### config.mk
export PLATFORM = sky130hd
export DESIGN_NAME = rs232_rx
export DESIGN_NICKNAME = d
export VERILOG_FILES = /design/src/rtl/rs232_pkg.sv /design/src/rtl/rs232_sync.sv /design/src/rtl/rs232_rx.sv
export SDC_FILE = /design/constraint.sdc
export NUM_CORES = 1
export LEC_CHECK = 0
export CORE_MARGIN = 10
export CORE_UTILIZATION = 46
export DETAILED_ROUTE_END_ITERATION = 7
export DONT_BUFFER_PORTS = 1
export SYNTH_ARGS = -nofsm -noshare
export SYNTH_HDL_FRONTEND = slang
export SYNTH_HIERARCHICAL = 1
export SYNTH_SLANG_ARGS = --single-unit
### constraint.sdc
create_clock -name clk -period 2.7 [get_ports clk]
set_input_delay 0.405 -clock clk [delete_from_list [all_inputs] [get_ports clk]]
set_output_delay 0.405 -clock clk [all_outputs]
set_load 0.01 [all_outputs]
### src/rtl/rs232_pkg.sv
// Shared constants and state encoding for the RS-232 receive path.
package rs232_pkg;

    localparam int DATA_BITS = 8;
    localparam int CNT_W     = 16;

    typedef enum logic [2:0] {
        IDLE,
        START,
        DATA,
        STOP,
        BREAK
    } state_t;

endpackage

### src/rtl/rs232_sync.sv
// Two-flop synchronizer for an asynchronous serial line plus falling-edge detect.
module rs232_sync (
    input  logic clk,
    input  logic rst,
    input  logic rx,
    output logic rx_s,
    output logic fall
);

    logic meta;
    logic prev;

    // Flops reset to the idle-high level so a quiet line never looks like an edge.
    always_ff @(posedge clk or posedge rst) begin
        if (rst) begin
            meta <= 1'b1;
            rx_s <= 1'b1;
            prev <= 1'b1;
        end else begin
            meta <= rx;
            rx_s <= meta;
            prev <= rx_s;
        end
    end

    assign fall = prev & ~rx_s;

endmodule

### src/rtl/rs232_rx.sv
// RS-232 receiver, 8N1 LSB first, majority-voted bit centres, one-entry valid/ready output.
module rs232_rx
    import rs232_pkg::*;
#(
    parameter int unsigned BIT_CYCLES  = 870,
    parameter int unsigned HALF_CYCLES = BIT_CYCLES / 2
) (
    input  logic                 clk,
    input  logic                 rst,
    input  logic                 rx,
    output logic [DATA_BITS-1:0] data,
    output logic                 valid,
    input  logic                 ready,
    output logic                 frame_err,
    output logic                 overrun,
    output logic                 busy
);

    localparam logic [CNT_W-1:0] HALF_AT  = CNT_W'(HALF_CYCLES);
    localparam logic [CNT_W-1:0] BIT_LAST = CNT_W'(BIT_CYCLES - 1);

    state_t                 state;
    state_t                 next_state;
    logic [CNT_W-1:0]       cnt;
    logic [CNT_W-1:0]       tgt;
    logic [2:0]             bit_idx;
    logic [DATA_BITS-1:0]   shift;
    logic                   s0;
    logic                   s1;
    logic                   rx_s;
    logic                   fall;
    logic                   at_tgt;
    logic                   vote;
    logic                   byte_done;
    logic                   stop_bad;

    rs232_sync u_sync (
        .clk  (clk),
        .rst  (rst),
        .rx   (rx),
        .rx_s (rx_s),
        .fall (fall)
    );

    // START resolves half a bit after the edge; every later bit one full period after the previous one.
    assign tgt    = (state == START) ? HALF_AT : BIT_LAST;
    assign at_tgt = (cnt == tgt);
    assign vote   = (s0 & s1) | (s0 & rx_s) | (s1 & rx_s);

    always_ff @(posedge clk or posedge rst) begin
        if (rst) begin
            state <= IDLE;
        end else begin
            state <= next_state;
        end
    end

    always_comb begin
        next_state = state;
        case (state)
            IDLE:    if (fall) next_state = START;
            START:   if (at_tgt) next_state = vote ? IDLE : DATA;
            DATA:    if (at_tgt && bit_idx == 3'(DATA_BITS - 1)) next_state = STOP;
            STOP:    if (at_tgt) next_state = vote ? IDLE : BREAK;
            BREAK:   if (rx_s) next_state = IDLE;
            default: next_state = IDLE;
        endcase
    end

    always_comb begin
        busy      = (state != IDLE);
        byte_done = (state == STOP) && at_tgt && vote;
        stop_bad  = (state == STOP) && at_tgt && !vote;
    end

    // Two samples before the resolve point are stored; the third is the live rx_s.
    always_ff @(posedge clk or posedge rst) begin
        if (rst) begin
            cnt     <= '0;
            bit_idx <= '0;
            shift   <= '0;
            s0      <= 1'b1;
            s1      <= 1'b1;
        end else begin
            if (state == IDLE || state == BREAK || at_tgt) begin
                cnt <= '0;
            end else begin
                cnt <= cnt + 1'b1;
            end
            if (cnt == tgt - CNT_W'(2)) begin
                s0 <= rx_s;
            end
            if (cnt == tgt - CNT_W'(1)) begin
                s1 <= rx_s;
            end
            if (state == START) begin
                bit_idx <= '0;
            end else if (state == DATA && at_tgt) begin
                bit_idx <= bit_idx + 1'b1;
            end
            if (state == DATA && at_tgt) begin
                shift <= {vote, shift[DATA_BITS-1:1]};
            end
        end
    end

    // A completed byte only replaces the held one when the consumer takes it in the same cycle.
    always_ff @(posedge clk or posedge rst) begin
        if (rst) begin
            data      <= '0;
            valid     <= 1'b0;
            frame_err <= 1'b0;
            overrun   <= 1'b0;
        end else begin
            frame_err <= stop_bad;
            overrun   <= byte_done && valid && !ready;
            if (byte_done && (!valid || ready)) begin
                data  <= shift;
                valid <= 1'b1;
            end else if (valid && ready) begin
                valid <= 1'b0;
            end
        end
    end

endmodule
=== Word level (Yosys, flattened, before mapping) ===
Cells that the tools add are included.

* Register bits: 46
* Input bits: 4
* Output and inout bits: 12

* Muxes and demuxes: 14
* Reduce and logical (&&, ||, !) cells: 20
* Equality and inequality tests: 13
* Bitwise logic cells: 7
* Add/sub/neg operators: 4

{| class="wikitable"
|+ Operators with widths
! kind !! count
|-
| == test 16 bit || 2
|-
| 2-to-1 mux 3 bit || 8
|-
| adder 16 x 1 -> 16 bit (second input constant) || 1
|-
| == test 16 x 10 -> 1 bit || 1
|-
| 2-to-1 mux 16 bit || 1
|-
| case mux 3 bit (5 select lines) || 1
|-
| subtractor 10 x 1 -> 11 bit (second input constant) || 1
|-
| subtractor 10 x 2 -> 11 bit (second input constant) || 1
|-
| 2-to-1 mux 10 bit || 1
|-
| logical AND 1 bit || 9
|-
| != test 2 bit (second input constant) || 4
|-
| == test 3 x 2 -> 1 bit (second input constant) || 2
|-
| == test 3 bit (second input constant) || 2
|-
| AND reduction 5 bit || 1
|-
| AND 1 bit || 4
|-
| nonzero test 2 bit || 2
|-
| adder 3 x 1 -> 3 bit (second input constant) || 1
|-
| == test 3 x 1 -> 1 bit (second input constant) || 1
|-
| zero test 1 bit || 3
|-
| zero test 3 bit || 1
|-
| logical OR 1 bit || 3
|-
| nonzero test 3 bit || 1
|-
| 2-to-1 mux 1 bit || 2
|-
| 2-to-1 mux 2 bit || 1
|-
| other kinds (3) || 4
|}

=== Logic depth before layout (Yosys ltp) ===
Gate-level depths: netlist (run 1).

* Depth in word-level cells: 7
* Depth in mapped cells: 6
* Mapped depth without buffers: 5

=== Cells and area by module ===
The synthesis (run 1) kept the hierarchy.

{| class="wikitable"
|+ By module, submodules not included
! module !! area an instance (um^2) !! instances !! cells each
|-
| rs232_rx || 2105.8 || 1 || 181
|-
| rs232_sync || 96.3 || 1 || 5
|}

=== Least setup slack after synthesis (run 1) ===
Ideal clock, no wire load.

* Path type: register to register
* Start point: reg cnt[13]
* End point: reg bit_idx[1]
* Path buffers: 0
* Period minus slack after synthesis: 2.141 ns
* Setup slack: 0.559 ns
* Data required time: 2.575 ns
* Stages on the path, launching flop included: 5
* Arrival: 2.016 ns
* Path through: dfrtp_1 -> nor4_1 -> nand4_1 -> nor4_4 -> mux2_2

* Cells in the longest elaborated chain, start to end: 3

{| class="wikitable"
|+ RTL lines
! element !! line !! source
|-
| from (decl) || rs232_rx.sv:24 || <nowiki>logic [CNT_W-1:0] cnt;</nowiki>
|-
| from (signal assigned) || rs232_rx.sv:88 || <nowiki>cnt <= cnt + 1'b1;</nowiki>
|-
| == test 16 x 10 -> 1 bit || rs232_rx.sv:47 || <nowiki>assign at_tgt = (cnt == tgt);</nowiki>
|-
| logical AND 1 bit || rs232_rx.sv:98 || <nowiki>end else if (state == DATA && at_tgt) begin</nowiki>
|-
| nonzero test 2 bit (no source line) || n/a ||
|-
| to (signal assigned) || rs232_rx.sv:99 || <nowiki>bit_idx <= bit_idx + 1'b1;</nowiki>
|-
| to (decl) || rs232_rx.sv:26 || <nowiki>logic [2:0] bit_idx;</nowiki>
|}

No other way between the ends.
A chain may end at the register's enable or synchronous reset.

=== Worst setup path in the final report (run 1) ===
* Start point: reg cnt[13]
* End point: reg shift[2]

* Cells in the longest elaborated chain, start to end: 2

{| class="wikitable"
|+ RTL lines
! element !! line !! source
|-
| == test 16 x 10 -> 1 bit || rs232_rx.sv:47 ||
|-
| logical AND 1 bit || rs232_rx.sv:101 || <nowiki>if (state == DATA && at_tgt) begin</nowiki>
|-
| to (signal assigned) || rs232_rx.sv:102 || <nowiki>shift <= {vote, shift[DATA_BITS-1:1]};</nowiki>
|-
| to (decl) || rs232_rx.sv:27 || <nowiki>logic [DATA_BITS-1:0] shift;</nowiki>
|}

No other way between the ends.

==> out/metrics.cfg, run 1 <==
[status]
status=finished clean

[finish]
final_nets=196
fin_util_pct=49.9
syn2layout_area_growth_pct=6.31
multi_input_area_sq_um=991
register_area_sq_mm=0.00116
final_area_sq_mm=0.00234
final_common_cell=dfrtp_1
mostFrequentLayoutCells=dfrtp_1, nor2_1, mux2_2
fill_cells=441
diodes=0
layout-drive-gt1-share_pct=22.8

[setup_path]
r2r-start=cnt[13]
worstPathArrival_ns=2.43
crit_path_start_kind=register
cp_data_required_time_ns=2.87
critPathTopFamily=simple AND/OR/NAND/NOR gates
endpoint_kind=register
r2r_cells=5
critPathMaxFanout=10
r2r_end=shift[2]
cp_num_buf_inv=1
cp_cell_sequence=nor4_1 > nand4_1 > nor4_4 > buf_4 > mux2_2
setup.worst_path.class=reg2reg
crit_path_top_delay_cell=nand4_1
critical-path-max-stage-delay_ns=0.44
r2r_slack_ns=0.44

[floorplanning]
core-area_sq_mm=0.00469
die_w_um=89.2
initial_utilization_pct=46.9
io_pins=16
rows=25
dieHeight_um=89.2
die_area_sq_mm=0.00795

[synth]
synth_cell_type_count=39
synthTopCellsByArea=dfrtp_1, mux2_2, dfstp_2
yosysSeqAreaShare_pct=52.6
yosysTopAreaCell=dfrtp_1
synth_ff_type=dfrtp_1
synth.ff_latch_count=46
avgSynthCellArea_sq_um=11.8
synth_top_area_share_pct=46.6
ys_warn_count=6
synth_nets=193
syn-instance-count=186
synth_area_sq_mm=0.00220
synth_edf_count=0
async_reset_ff_share_pct=100

[global_route]
grt_first_pass_wirelength_um=6420
use_met3_pct=4.10
grt_use_total_pct=10.4
grt_pass1_vias=1332
met1_usage_pct=12.6
gr-total-overflow=0
busiest_layer=met2
use_met2_pct=16.4
grt_max_degree=44
antenna_found_initial=0

[clock_tree]
ctsResizeCount=0
clk_pin_slew_ns=0.08
ctsHoldBuffers=0
clock-sinks=46
cts_tree=built
root_buffer=clkbuf_8
htreeDepth=2
clock_latency_ns=0.28
clk_path_buf_depth=2
cts_setup_buffers=0
cts_buffers=5

[sta]
slew_violations=0
maxSlewHeadroom_pct=56.8
period_share_pct=83.8
hold_viol=0
worst_slack_ns=0.438
min_period_ns=2.26
finalSetupTns_ns=0
finClkSkew_ns=0.00659
max_freq_mhz=442
rsz0062_at_grt=false
finalSetupViolations=0
worstMarginPinSlew_ns=0.635

[detailed_routing]
first_pass_iters=4
drc=0
totalWireLength_um=3720
routed_via_density=5.63
routedWlPerCell_um=15.3
first_iter_violations=104
via_count=1368
ant_nets=0

[place]
port_buffers=0
routabilityCongestion=0.790
pre_cts_ws_ns=0.422
dp_hpwl_um=2710
place_area_sq_mm=0.00226

[power_and_ir_drop]
power_frac_clock_pct=26.6
leakage_nw=1.06
switching_share_pct=28.9
pwr-share-comb_pct=13.8
p_sw_mw=0.409
p_total_mw=1.42
p_int_mw=1.01
power_density_mw_per_mm2=605
vdd_drop_max_v=0.000326
pwr-share-seq_pct=59.6

[worst_hold_path]
hold_class=in2async

[job]
cap_violations=0

## through the flow
stage	instances	hold WS, ns
2_1_floorplan	186	0.338
3_3_place_gp	236	0.346
3_5_place_dp	236	0.347
4_1_cts	243	0.0470
5_1_grt	243	0.0499
6_report	243	0.0510
## cell type report
class | instances | area share [%]
clock buffers | 7 | 3.26
multi-input cells | 128 | 42.3
flip-flops and latches | 46 | 49.4
repair buffers | 5 | 1.60
inverters | 3 | 0.481
well taps | 54 | 2.89
## cells by family (layout without fill, tap and decap cells)
kind of cell	count (synthesis)	in the layout	synth area share [%]
mux	25	25	12.8
flops	46	46	52.6
simple gates	80	80	22.4
compound gates	4	4	1.65
fa+ha+maj	4	4	2.16
buf+inv	12	15	2.44
xor+xnor	15	15	5.97
## layer usage
metal  wire length, um  share of wire [%]  vias to the layer above
met5                 0                  0                        -
met4                48                1.3                        0
met3               235                6.3                        6
met2              1780                 48                       24
met1              1660                 45                      677
li1                  -                  -                      661
## registers in the layout, indices dropped and copies added (netlist names)
name / cells
cnt: 16
u_sync/meta: 1
overrun: 1
s0: 1
bit_idx: 3
valid: 1
s1: 1
u_sync/rx_s: 1
u_sync/prev: 1
data: 8
shift: 8
frame_err: 1
state: 3
## power by group through the flow
stage          clock network [mW]  registers, mW  logic (mW)
5_1_grt                     0.432          0.857       0.219
3_3_place_gp                    0          0.855       0.193
6_report                    0.377          0.844       0.196
3_5_place_dp                    0          0.857       0.197
4_1_cts                     0.394          0.843       0.199
2_1_floorplan                   0          0.795       0.214
## cells in the mapped netlist, types with 5 or more instances
master    instances
nand3_1           7
xor2_1            9
nor4_1            7
clkbuf_1          6
dfrtp_1          41
mux2_2           20
nor2_1           21
nand2_1           7
xnor2_1           6
nand4_1           8
dfstp_2           5
## worst max path at each step
stage               startpoint          to  slack, ns  depth (start not counted)
finish                 cnt[13]    shift[2]       0.44                          5
global route           cnt[13]     data[4]       0.27                          5
CTS                    cnt[13]    shift[2]       0.42                          5
detailed placement     cnt[13]    shift[2]       0.42                          5
global placement       cnt[13]    shift[5]       0.50                          5
floorplan              cnt[13]  bit_idx[1]       0.56                          4
## worst register-to-register path, cell delays in order (launching register included)
cell and delay [ns]:
dfrtp_1 0.42, nor4_1 0.38, nand4_1 0.44, nor4_4 0.32, buf_4 0.23, mux2_2 0.35
Power figures use the tool's default switching activity.
==> run 2, diff against run 1 <==
==> constraint.sdc (replaced) <==
create_clock -name clk -period 2.2 [get_ports clk]
set_input_delay 0.33 -clock clk [delete_from_list [all_inputs] [get_ports clk]]
set_output_delay 0.33 -clock clk [all_outputs]
set_load 0.01 [all_outputs]
==> run 2 against run 1 <==
Clock power grew 62%. Global-route usage grew 1.4 points. Wire length grew 12%. Power grew 39%. Critical endpoint is now data[7]. Sequential cell count is the same.
==> out/metrics.cfg, run 2 (synthesized netlist as in run 1, its figures left out) <==
[clock_tree]
cts_buffers=5  ; unchanged
cts_setup_buffers=0  ; unchanged
clock-sinks=46  ; unchanged
clock_latency_ns=0.30  ; +0.02 ns
cts_tree=built
clk_pin_slew_ns=0.09  ; about the same
clk_path_buf_depth=2  ; unchanged
htreeDepth=2  ; unchanged
root_buffer=clkbuf_8

[place]
port_buffers=0  ; unchanged
dp.cells=246  ; +4.2%
dp_hpwl_um=2950  ; +8.7%
routabilityCongestion=0.830  ; +5.1%

[global_route]
grt_max_degree=44  ; unchanged
grt_use_total_pct=11.7  ; +1.4 points
antenna_found_initial=0  ; unchanged
gr-total-overflow=0  ; unchanged
grt_first_pass_wirelength_um=7160  ; +12%
grt_pass1_vias=1526  ; +15%

[setup_path]
critical-path-max-stage-delay_ns=0.44  ; about the same
worstPathArrival_ns=2.26  ; -0.17 ns
cp_data_required_time_ns=2.39  ; -0.48 ns
cp-startpoint=cnt[6]
critPathMaxFanout=9  ; -1
crit_path_top_delay_cell=dfrtp_1
setup.worst_path.class=reg2reg
crit_path_start_kind=register
endpoint_kind=register
r2r-start=cnt[6]
cp_cell_sequence=nor4bb_2 > mux2i_4 > nor4_4 > buf_4 > mux2_2

[sta]
slew_violations=0  ; unchanged
period_share_pct=94.0  ; +10 points
min_period_ns=2.07  ; -0.193 ns
max_freq_mhz=483  ; +9.4%
holdWs_ns=0.0217  ; -0.0293 ns
maxSlewHeadroom_pct=57.8  ; +0.97 points
hold_viol=0  ; unchanged
worstMarginPinSlew_ns=0.633  ; -0.00192 ns
rsz0062_at_grt=false
finalSetupViolations=0  ; unchanged
finClkSkew_ns=0.00899  ; +0.00240 ns
finalSetupTns_ns=0  ; unchanged

[power_and_ir_drop]
vdd_drop_max_v=0.000335  ; +2.8%
p_total_mw=1.97  ; +39%
power_density_mw_per_mm2=791  ; +31%
leakage_nw=1.13  ; +6.7%

[floorplanning]
rows=25  ; unchanged
core-area_sq_mm=0.00469  ; unchanged
io_pins=16  ; unchanged
die_area_sq_mm=0.00795  ; unchanged
dieHeight_um=89.2  ; unchanged
initial_utilization_pct=46.9  ; unchanged
die_w_um=89.2  ; unchanged

[finish]
mostFrequentLayoutCells=dfrtp_1, nor2_1, mux2_2
syn2layout_area_growth_pct=13.4
largest_register_ffs=16  ; unchanged
fin_util_pct=53.2  ; +3.3 points
final_cells=255  ; +4.9%
reg_top3=cnt (16), data (8), shift (8)
layout-drive-gt1-share_pct=27.9  ; +5.1 points
diodes=0  ; unchanged
final_common_cell=dfrtp_1
final_nets=207  ; +5.6%
largest_register=cnt

[detailed_routing]
routed_via_density=5.51  ; -2.1%
drc=0  ; unchanged
totalWireLength_um=4180  ; +12%
first_iter_violations=100  ; -3.8%
first_pass_iters=4  ; unchanged
ant_nets=0  ; unchanged
routedWlPerCell_um=16.4  ; +7.1%
via_count=1406  ; +2.8%

[status]
status=finished clean

[job]
cap_violations=0  ; unchanged

[worst_hold_path]
min_from=rx
hold_class=in2reg

## run 2: changes by cell type in the layout (fill, tap and decap cells not counted), moves of 2 or more
| cell | delta |
|---|---|
| buf_4 | +10 |
| mux2i_2 | -2 |
| mux2i_4 | +2 |
| nor4bb_1 | -2 |
| nor4bb_2 | +2 |
## run 2: per-stage QoR
step / worst slack (ns) / cell area [sq um]
final: 0.131 / 2500
after global placement: 0.0632 / 2340
after floorplan: 0.0590 / 2200
after CTS: 0.105 / 2470
after global routing: 0.0101 / 2500
after detailed placement: -0.0290 / 2340
## run 2: power by group
part	total, mW	internal (mW)	switching, mW
Clock	0.610	0.340	0.270
Sequential	1.01	0.913	0.0940
Combinational	0.357	0.158	0.199
## run 2: worst max-delay path: cells and delay by family (launching register included)
family	cells	cell delay [ns]
simple gates	2	0.72
mux	2	0.57
flops	1	0.44
buf+inv	1	0.22
## run 2: what timing repair did
action,CTS,global route
gates resized for setup,1,4
setup endpoints to repair,15,19
hold buffers,1,0
endpoints found under the hold margin,3,0
## run 2: area by class of cell
class / count / area [sq um]
Sequential cell: 46 / 1160
Fill cell: 400 / 2190
Timing Repair Buffer: 16 / 123
Inverter: 3 / 11.3
Multi-Input combinational cell: 128 / 1030
Clock inverter: 1 / 30.0
Tap cell: 54 / 67.6
Clock buffer: 7 / 76.3
## run 2: final timing paths
check / end / slack (ns) / cells past startpoint
worst min-delay path: u_sync/meta / 0.02 / 0
min in group asynchronous: cnt[4] / 0.05 / 2
worst max register to register: data[7] / 0.13 / 5
worst max-delay path: data[7] / 0.13 / 5
worst min register to register: u_sync/rx_s / 0.36 / 0
max in group asynchronous: u_sync/prev / 1.65 / 2
## run 2: routing by layer
metal | wire length, um | part of all wire, % | track usage (%)
met1 | 1860 | 44 | 13.2
met2 | 2030 | 49 | 19.5
met3 | 209 | 5.0 | 3.56
met4 | 87 | 2.1 | 6.36
met5 | 0 | 0 | 0
